--- config.mk ---
export PLATFORM = sky130hd
export DESIGN_NAME = cg_iteration_sequencer
export DESIGN_NICKNAME = d
export VERILOG_FILES = /design/src/rtl/cg_iteration_sequencer.sv
export SDC_FILE = /design/constraint.sdc
export NUM_CORES = 1
export LEC_CHECK = 0
export CORE_ASPECT_RATIO = 2
export CORE_UTILIZATION = 50
export DETAILED_ROUTE_END_ITERATION = 16
export MAX_ROUTING_LAYER = met4
export PLACE_DENSITY = 0.82
export SKIP_LAST_GASP = 1
export SYNTH_ARGS = -nofsm -noshare
export SYNTH_HDL_FRONTEND = slang
export SYNTH_SLANG_ARGS = --single-unit
export TNS_END_PERCENT = 5
--- constraint.sdc ---
create_clock -name clk -period 2.4 [get_ports clk]
set_input_delay 0.36 -clock clk [delete_from_list [all_inputs] [get_ports clk]]
set_output_delay 0.36 -clock clk [all_outputs]
set_load 0.01 [all_outputs]
--- src/rtl/cg_iteration_sequencer.sv ---
// Phase sequencer for the CG solver: pulses ALU sub-unit resets, waits on finish handshakes, sweeps memories.
// Optional watchdog on the ALU wait phases enabled by defining CG_TIMEOUT_EN.
module cg_iteration_sequencer #(
  parameter int unsigned number_of_clusters     = 40,
  parameter int unsigned memories_address_width = 20,
  parameter int unsigned max_iterations         = 64,
  parameter int unsigned timeout_cycles         = 4096
) (
  input  logic                              clk,
  input  logic                              reset,
  input  logic                              start_solve,
  input  logic                              mXv1_finish,
  input  logic                              vXv1_finish,
  input  logic                              converged,
  output logic                              reset_mXv1,
  output logic                              reset_vXv1,
  output logic [memories_address_width-1:0] memory_read_address,
  output logic                              memoryRprev_we,
  output logic                              memoryX_we,
  output logic                              memoryR_we,
  output logic                              memoryP_we,
  output logic [2:0]                        phase,
  output logic [15:0]                       iteration_count,
  output logic                              busy,
  output logic                              done,
  output logic                              timeout
);

  localparam int unsigned AW = memories_address_width;
  localparam logic [AW-1:0] last_addr  = AW'(number_of_clusters - 1);
  localparam logic [15:0]   iter_limit = 16'(max_iterations);

  if (max_iterations < 1 || timeout_cycles < 1 || number_of_clusters < 1) begin : g_param_check
    $error("cg_iteration_sequencer: parameters must be at least 1");
  end

  typedef enum logic [2:0] {
    IDLE   = 3'd0,
    INIT   = 3'd1,
    MXV    = 3'd2,
    VXV    = 3'd3,
    UPD_XR = 3'd4,
    UPD_P  = 3'd5,
    CHECK  = 3'd6,
    DONE   = 3'd7
  } state_t;

  state_t        state, state_nxt;
  logic          sweep_last;
  logic          timeout_hit;
  logic [AW-1:0] address_nxt;
  logic          reset_mxv_nxt, reset_vxv_nxt;
  logic [3:0]    we_nxt;
  logic          start_accept;

`ifdef CG_TIMEOUT_EN
  localparam int unsigned WDW = $clog2(timeout_cycles + 1);
  localparam logic [WDW-1:0] wd_last = WDW'(timeout_cycles - 1);
  logic [WDW-1:0] wd_count, wd_nxt;
`endif

  assign phase        = 3'(state);
  assign start_accept = (state == IDLE) && start_solve;

  // Next-state and registered-output precompute
  always_comb begin
    state_nxt   = state;
    timeout_hit = 1'b0;
    sweep_last  = (memory_read_address == last_addr);
    case (state)
      IDLE:   if (start_solve) state_nxt = INIT;
      INIT:   if (sweep_last) state_nxt = MXV;
      MXV: begin
        // reset_mXv1 is high only on the entry cycle, so it masks an early finish
        if (!reset_mXv1 && mXv1_finish) state_nxt = VXV;
`ifdef CG_TIMEOUT_EN
        else if (wd_count == wd_last) begin
          state_nxt   = DONE;
          timeout_hit = 1'b1;
        end
`endif
      end
      VXV: begin
        if (!reset_vXv1 && vXv1_finish) state_nxt = UPD_XR;
`ifdef CG_TIMEOUT_EN
        else if (wd_count == wd_last) begin
          state_nxt   = DONE;
          timeout_hit = 1'b1;
        end
`endif
      end
      UPD_XR: if (sweep_last) state_nxt = UPD_P;
      UPD_P:  if (sweep_last) state_nxt = CHECK;
      CHECK:  state_nxt = (converged || (iteration_count + 16'd1 == iter_limit)) ? DONE : MXV;
      DONE:   state_nxt = IDLE;
      default: state_nxt = IDLE;
    endcase

    if ((state == INIT || state == UPD_XR || state == UPD_P) && !sweep_last)
      address_nxt = memory_read_address + AW'(1);
    else
      address_nxt = '0;

    reset_mxv_nxt = (state_nxt == MXV) && (state != MXV);
    reset_vxv_nxt = (state_nxt == VXV) && (state != VXV);

    // {Rprev, X, R, P}
    case (state_nxt)
      INIT:    we_nxt = 4'b1000;
      UPD_XR:  we_nxt = 4'b0110;
      UPD_P:   we_nxt = 4'b1001;
      default: we_nxt = 4'b0000;
    endcase

`ifdef CG_TIMEOUT_EN
    wd_nxt = ((state == MXV || state == VXV) && state_nxt == state) ? wd_count + WDW'(1) : '0;
`endif
  end

  always_ff @(posedge clk) begin
    if (reset) begin
      state               <= IDLE;
      memory_read_address <= '0;
      reset_mXv1          <= 1'b0;
      reset_vXv1          <= 1'b0;
      memoryRprev_we      <= 1'b0;
      memoryX_we          <= 1'b0;
      memoryR_we          <= 1'b0;
      memoryP_we          <= 1'b0;
      iteration_count     <= '0;
      busy                <= 1'b0;
      done                <= 1'b0;
    end else begin
      state               <= state_nxt;
      memory_read_address <= address_nxt;
      reset_mXv1          <= reset_mxv_nxt;
      reset_vXv1          <= reset_vxv_nxt;
      {memoryRprev_we, memoryX_we, memoryR_we, memoryP_we} <= we_nxt;
      busy                <= (state_nxt != IDLE) && (state_nxt != DONE);
      done                <= (state_nxt == DONE);
      if (start_accept)
        iteration_count <= '0;
      else if (state == CHECK)
        iteration_count <= iteration_count + 16'd1;
    end
  end

`ifdef CG_TIMEOUT_EN
  // Watchdog: timeout stays set until the next accepted start
  always_ff @(posedge clk) begin
    if (reset) begin
      wd_count <= '0;
      timeout  <= 1'b0;
    end else begin
      wd_count <= wd_nxt;
      if (start_accept)
        timeout <= 1'b0;
      else if (timeout_hit)
        timeout <= 1'b1;
    end
  end
`else
  assign timeout = 1'b0;
`endif

endmodule

**Yosys cells after proc, flatten, opt, wreduce, memory -nomap -nowiden**

Index checks and enable logic that the tools add are counted.

- Register bits: 47
- Bits of input ports: 6
- Output and inout port bits: 48
- Word-level logic and storage cells: 58

- Add/subtract/negate cells: 2
- Eq/ne operators: 18
- Muxes and demuxes: 9
- Bitwise gates (word level): 1
- Reductions and logical operators: 17

Operators with widths:

| cell | number |
|---|---|
| 3-bit one-hot mux with 8 select lines | 1 |
| 3-bit == test, second input constant | 7 |
| 3-bit two-way mux | 7 |
| 20-bit by 1-bit adder with 20-bit output, second input constant | 1 |
| 20-bit by 6-bit == test with 1-bit output, second input constant | 1 |
| 16-bit by 1-bit adder with 16-bit output, second input constant | 1 |
| 16-bit by 7-bit == test with 1-bit output, second input constant | 1 |
| 3-bit by 2-bit == test with 1-bit output, second input constant | 4 |
| 4-bit one-hot mux with 3 select lines | 1 |
| 1-bit logical AND | 7 |
| 3-bit by 1-bit == test with 1-bit output, second input constant | 2 |
| 3-bit by 2-bit inequality test with 1-bit output, second input constant | 2 |
| 2-bit OR reduction | 2 |
| 1-bit zero test | 3 |
| 3-bit zero test | 1 |
| 1-bit logical OR | 3 |
| 3-bit inequality test, second input constant | 1 |
| 3-bit nonzero test | 1 |
| 1-bit NOT | 1 |

**Logic depth before layout (Yosys ltp)**

Gate-level depths: netlist of run 1.

- Depth in word-level cells: 7
- Mapped depth: 8
- Mapped depth without buffers: 7

**Worst setup path after synthesis of run 1**

No wires, ideal clock.

- Kind: register to register
- Start point: register iteration_count[0]
- End point: register busy
- Setup time: 0.118 ns
- Arrival: 1.810 ns
- Required time: 2.282 ns
- Path slack: 0.473 ns
- Stages on the path, launching flop included: 8
- Buffers on the path: 0
- Period minus slack after synthesis: 1.927 ns
- Cells stage by stage: dfxtp_1 -> ha_1 -> and4_1 -> o211ai_2 -> a2111oi_2 -> o2111a_2 -> nor2_2 -> o2111a_1

- Cells in the longest elaborated chain, start to end: 7
- Elaborated cells on any way between the ends: 8
- Those cells by class: add/sub (1); eq/ne (2); mux (2); reduce/logical (3)

RTL lines:

| what | RTL line | RTL |
|---|---|---|
| start: declaration | 23 | `output logic [15:0] iteration_count,` |
| start signal: assignment | 144 | `iteration_count <= iteration_count + 16'd1;` |
| 16-bit by 1-bit adder with 16-bit output * | 94 | `CHECK: state_nxt = (converged \|\| (iteration_count + 16'd1 == iter_limit)) ? DONE : MXV;` |
| 16-bit by 7-bit == test with 1-bit output * | 94 |  |
| 1-bit logical OR * | 94 |  |
| 3-bit two-way mux * | 94 |  |
| 3-bit one-hot mux with 8 select lines * | 70 | `case (state)` |
| 3-bit inequality test or 3-bit nonzero test (tied branches) | 139 | `busy <= (state_nxt != IDLE) && (state_nxt != DONE);` |
| 1-bit logical AND * | 139 |  |
| end signal: assignment | 139 |  |
| end: declaration | 24 | `output logic busy,` |

Mark *: on every way between the ends. The rest lies on a longest branch, timed or not.
A chain may end at the register's enable or synchronous reset.

**Worst setup path after layout of run 1**

Ends and elaborated chain as after synthesis.

==> results.ini, run 1 <==
[timing]
finClkSkew_ns = 0.00522
min_period_ns = 2.02
maxSlewHeadroom_pct = 62.5
clock.fmax_mhz = 494
final_hold_viol_count = 0
period_share_pct = 84.3
timing_max_transition_violations_final = 0
timing.final.setup_violations = 0
setup_total_negative_slack_ns = 0
rsz0062_at_grt = false
worst-slew-pin-transition_ns = 0.560

[placed_design]
dp_hpwl_mm = 4.34
placedCellCount = 378
number_of_port_buffers = 52
globalplace.congestion = 0.857

[floorplanning]
top_level_ports = 54
floorplan.die.width_um = 50.6
floorplan.die.height_um = 99.2
core_region_area_mm2 = 0.00455
initial_cell_density_of_the_core_pct = 51.9
floorplan.die_area_mm2 = 0.00502
placementRows = 35

[clock_network]
cts_repair_resize_count = 0
tritoncts = done
hold_buffers = 0
clock_sinks = 46
cts_max_path_buffers = 2
cts_inserted_buffers = 5
insertion_delay_ns = 0.30
buffer_cell_driving_the_clock_tree_root = sky130_fd_sc_hd__clkbuf_8
clock_tree.htree_level_count = 2
worst_setup_hold_path_clk_slew_ns = 0.08
post_cts.repair.setup_buffers = 0

[routing]
drt_iter0_drc = 40
num_vias = 2191
routed_wl_mm = 5.75
met2RoutedLength_mm = 3.22
route.detailed.vias_per_inst = 5.69
drc = 0
m1WireLength_mm = 2.15
wl_met3_um = 158
ant_nets = 0
routed.top_layer = met4
drt-pass1-iter-count = 4
drt-wirelength-per-cell_um = 14.9

[worst_setup_path]
worst_setup_sp_type = flip-flop
critical_path.slowest_cell = sky130_fd_sc_hd__dfxtp_1
timing.reg2reg.setup_slack_ns = 0.38
path_max_fanout = 7
critical_path_required_ns = 2.59
worstPathArrival_ns = 2.21
timing_worst_setup_path_type = flip-flop to flip-flop
crit_path_cell_trace = ha_1, and4_1, o211ai_2, a2111oi_2, o2111a_2, nor2_2, o2111a_1
critical_path.max_stage_delay_ns = 0.44
end_kind = flip-flop

[power_and_ir_drop]
internal_power_mw = 1.01
fin_total_pwr_mw = 1.29
share_seq_of_total_power_pct = 60.2
pwr-share-comb_pct = 5.7
power_leakage_nw = 0.991
vdd_drop_max_mv = 0.315
p_sw_mw = 0.289
switching_share_pct = 22.3
power-per-cell-area_mw_per_mm2 = 438
clkPwrFrac_pct = 34.0

[synth]
number_of_enable_type_register_cells_in_the_synthesized_netlist = 0
ys_seq_elements = 46
synth.avg_cell_area_um2 = 8.35
asyncSetResetFlopFracSynth_pct = 0
seq_area_frac_synth_pct = 39.0
synth_cell_type_count = 54
post_synth_inst_count = 283
synth.net_count = 291
yosys_warnings = 0
synth.cell_area_mm2 = 0.00236
synth_top_flop_cell = sky130_fd_sc_hd__dfxtp_1

[cells_and_area]
diodes = 0
final.fill_count = 402
final_net_count = 338
layout-drive-gt1-share_pct = 5.76
post_layout_instance_count_excluding_filler_cells = 385
most_common_library_cell_in_the_layout_ignoring_fill_and_taps = sky130_fd_sc_hd__clkdlybuf4s50_1
most_frequent_cells_in_the_layout = sky130_fd_sc_hd__clkdlybuf4s50_1 (52), sky130_fd_sc_hd__dfxtp_1 (46), sky130_fd_sc_hd__nor2_1 (44)
flow.area_growth_from_synthesis_pct = 25.2

[job]
drv.max_cap_violation_count = 0

[global_routing]
grt_first_pass_wirelength_mm = 9.43
pin_count_of_the_biggest_net_entering_global_routing = 20
grt_overflow_total = 0
number_of_global_route_vias_before_repair = 2127
grt_use_total_pct = 24.8
antenna_found_initial = 0

[worst_hold_path]
hold_path.class = flip-flop to flip-flop

[run_status]
run_status = completed

==> synth_stat cells (3+ instances only) <==
cell type,instances,area [um2]
sky130_fd_sc_hd__nor4_1,3,18.8
sky130_fd_sc_hd__nor3_1,12,60.1
sky130_fd_sc_hd__xnor2_1,17,149
sky130_fd_sc_hd__dfxtp_1,46,921
sky130_fd_sc_hd__xor2_1,15,131
sky130_fd_sc_hd__a21oi_1,12,60.1
sky130_fd_sc_hd__and4_1,6,52.6
sky130_fd_sc_hd__buf_2,3,15.0
sky130_fd_sc_hd__inv_1,6,22.5
sky130_fd_sc_hd__nand3_1,13,65.1
sky130_fd_sc_hd__nand4_1,7,43.8
sky130_fd_sc_hd__clkbuf_1,5,18.8
sky130_fd_sc_hd__nand2b_1,4,25.0
sky130_fd_sc_hd__o21ai_0,7,35.0
sky130_fd_sc_hd__nor2_1,44,165
sky130_fd_sc_hd__or3_1,6,37.5
sky130_fd_sc_hd__and3_1,6,37.5
sky130_fd_sc_hd__buf_4,4,30.0
sky130_fd_sc_hd__nand2_1,25,93.8
==> per-stage QoR <==
stage | setup WS [ns] | util (%) | hold WS [ns] | instance area, um2
5_1_grt | 0.183 | 64.9 | 0.517 | 2960
6_report | 0.376 | 64.9 | 0.485 | 2960
3_3_place_gp | 0.431 | 63.2 | 0.456 | 2880
2_1_floorplan | 0.473 | - | 0.432 | 2360
3_5_place_dp | 0.389 | 63.2 | 0.470 | 2880
4_1_cts | 0.368 | 64.9 | 0.489 | 2960
==> kinds of logic after synthesis <==
group | share of synthesized area (%)
flip-flops | 39.0
adder cells (fa/ha/maj) | 1.06
AND/OR/NAND/NOR | 32.3
other | 0.159
buffers and inverters | 4.61
XOR/XNOR | 11.9
multiplexers | 0.424
AO/OA/AOI/OAI | 10.6
==> layout make-up <==
| cell class | instances | area (um2) | area share [%] |
|---|---|---|---|
| repair buffers | 54 | 536 | 18.1 |
| inverters | 6 | 22.5 | 0.762 |
| multi-input cells | 217 | 1330 | 45.1 |
| well taps | 55 | 68.8 | 2.33 |
| flip-flops and latches | 46 | 921 | 31.1 |
| clock buffers | 7 | 76.3 | 2.58 |
==> sequential cells by signal (all words and copies together), names as in the netlist <==
signal,cells
memoryX_we,1
phase,3
done,1
memory_read_address,20
busy,1
memoryP_we,1
iteration_count,16
reset_vXv1,1
reset_mXv1,1
memoryRprev_we,1
==> final timing paths <==
| kind | start | cells after the start | end |
|---|---|---|---|
| worst max-delay path | iteration_count[0] | 7 | busy |
| worst max register to register | iteration_count[0] | 7 | busy |
| worst min-delay path | memory_read_address[0] | 1 | memory_read_address[0] |
| worst min register to register | memory_read_address[0] | 1 | memory_read_address[0] |
==> power groups by stage <==
stage	Sequential [mW]	Combinational [mW]	Clock [mW]
after global routing	0.782	0.0800	0.487
after detailed placement	0.798	0.0736	0
after CTS	0.780	0.0741	0.450
final	0.780	0.0740	0.441
after floorplan	0.796	0.0430	0
after global placement	0.798	0.0734	0
==> worst max-delay path, delay by kind of cell, from the launching register on <==
| kind | cells | cell delay (ns) |
|---|---|---|
| simple gates | 2 | 0.29 |
| flops | 1 | 0.44 |
| fa+ha+maj | 1 | 0.31 |
| compound gates | 4 | 0.87 |
==> layer usage <==
metal | vias to the layer above | track usage [%]
met2 | 64 | 47.4
met3 | 20 | 2.29
met5 | - | -
li1 | 1075 | -
met4 | 0 | 13.2
met1 | 1032 | 23.0
Note: power is estimated with default switching activity, not from simulation.
==> run 2: changes to the inputs <==
Clock period 2.4 ns to 1.9 ns, I/O delays scaled along.
==> results.ini, run 2 (same netlist as run 1, synthesis figures left out) <==
[run_status]
run_status = completed

[cells_and_area]
layout-drive-gt1-share_pct = 13.5
diodes = 0
registers.top_by_ff_count = memory_read_address
flip_flop_count_of_the_largest_register_after_layout = 20
flow.area_growth_from_synthesis_pct = 34.4
most_frequent_cells_in_the_layout = sky130_fd_sc_hd__clkdlybuf4s50_1 (52), sky130_fd_sc_hd__dfxtp_1 (46), sky130_fd_sc_hd__nor2_1 (44)
final_net_count = 363
most_common_library_cell_in_the_layout_ignoring_fill_and_taps = sky130_fd_sc_hd__clkdlybuf4s50_1
final.fill_count = 397

[power_and_ir_drop]
power-per-cell-area_mw_per_mm2 = 525
vdd_drop_max_mv = 0.509
power_leakage_nw = 1.13
fin_total_pwr_mw = 1.67

[routing]
routed_wl_mm = 6.17
drt-pass1-iter-count = 4
drc = 0
drt-wirelength-per-cell_um = 15.0
route.detailed.vias_per_inst = 5.62
ant_nets = 0
num_vias = 2305
drt_iter0_drc = 84

[timing]
finClkSkew_ns = 0.0105
period_share_pct = 97.2
timing.final.setup_violations = 0
timing_max_transition_violations_final = 0
clock.fmax_mhz = 542
final_hold_viol_count = 0
hold-worst-slack_ns = 0.544
min_period_ns = 1.85
rsz0062_at_grt = true

[global_routing]
grt_use_total_pct = 26.3
pin_count_of_the_biggest_net_entering_global_routing = 20
grt_first_pass_wirelength_mm = 9.85
number_of_global_route_vias_before_repair = 2286
grt_overflow_total = 0
antenna_found_initial = 0

[floorplanning]
top_level_ports = 54
placementRows = 35
initial_cell_density_of_the_core_pct = 51.9
floorplan.die.width_um = 50.6
floorplan.die_area_mm2 = 0.00502
core_region_area_mm2 = 0.00455
floorplan.die.height_um = 99.2

[clock_network]
clock_sinks = 46
tritoncts = done
cts_max_path_buffers = 2
worst_setup_hold_path_clk_slew_ns = 0.08
cts_repair_resize_count = 0
hold_buffers = 0
clock_tree.htree_level_count = 2
post_cts.repair.setup_buffers = 0
cts_inserted_buffers = 5
insertion_delay_ns = 0.30
buffer_cell_driving_the_clock_tree_root = sky130_fd_sc_hd__clkbuf_8

[placed_design]
globalplace.congestion = 0.845
dp_hpwl_mm = 4.62
number_of_port_buffers = 52

[job]
drv.max_cap_violation_count = 0

[worst_hold_path]
hold_path.class = flip-flop to flip-flop
hold_path_depth = 2

[worst_setup_path]
worstPathArrival_ns = 2.05
timing_worst_setup_path_type = flip-flop to flip-flop
critical_path_required_ns = 2.10
worstRegToRegCells = 6
timing.reg2reg.setup_slack_ns = 0.05
path_max_fanout = 5
worst_setup_sp_type = flip-flop
end_kind = flip-flop

[run 2: cell types whose count changed in the layout (fill, tap and decap cells not counted), sizes merged]
cell,before,now
buf,2,27
[run 2: layout make-up]
cell class	count	area (um2)	area share (%)
sequential	46	921	29.0
clock buffer	7	76.3	2.40
multi-input combinational	217	1350	42.6
timing repair buffer	79	736	23.2
inverter	6	22.5	0.709
tap	55	68.8	2.17
[run 2: final timing paths]
kind,start,end
hold / removal,memory_read_address[0],memory_read_address[0]
hold reg to reg,memory_read_address[0],memory_read_address[0]
setup reg to reg,memory_read_address[13],reset_vXv1
setup / recovery,memory_read_address[13],reset_vXv1
[run 2: routing by layer]
metal | vias to the layer above | wire length (um) | track usage, %
li1 | 1123 | - | -
met1 | 1085 | 2080 | 23.0
met2 | 75 | 3610 | 50.7
met3 | 22 | 235 | 4.13
met4 | 0 | 247 | 13.9
met5 | - | 0 | -
[run 2: critical path: stages (launching register included)]
cell and delay, ns:
sky130_fd_sc_hd__dfxtp_1 0.36, sky130_fd_sc_hd__nor4_2 0.32, sky130_fd_sc_hd__nand2_1 0.15, sky130_fd_sc_hd__nor3_2 0.20, sky130_fd_sc_hd__a31oi_1 0.09, sky130_fd_sc_hd__or3_1 0.37
sky130_fd_sc_hd__nor3_2 0.26
[run 2: per-stage QoR]
| step | setup TNS (ns) | setup WS [ns] | instance area [um2] | util (%) | std cells |
|---|---|---|---|---|---|
| 3_5_place_dp | 0 | 0.0436 | 3080 | 67.7 | 403 |
| 6_report | 0 | 0.0539 | 3180 | 69.7 | 410 |
| 2_1_floorplan | 0 | 0.0000141 | 2360 | - | 283 |
| 5_1_grt | -0.190 | -0.0649 | 3180 | 69.7 | 410 |
| 4_1_cts | 0 | 0.0370 | 3160 | 69.4 | 410 |
| 3_3_place_gp | 0 | 0.0711 | 3080 | 67.7 | 403 |
[run 2: power by group]
group	switching [mW]	internal [mW]	leakage, nW
logic	0.0603	0.0557	0.720
registers	0.00695	0.972	0.371
clock network	0.318	0.254	0.0383
==> run 3: changes to the inputs <==
Settings changed: ABC_CLOCK_PERIOD_IN_PS set to 1900.
==> results of run 3 <==
No change in the layout: final DEF, timing and power equal those of run 2.
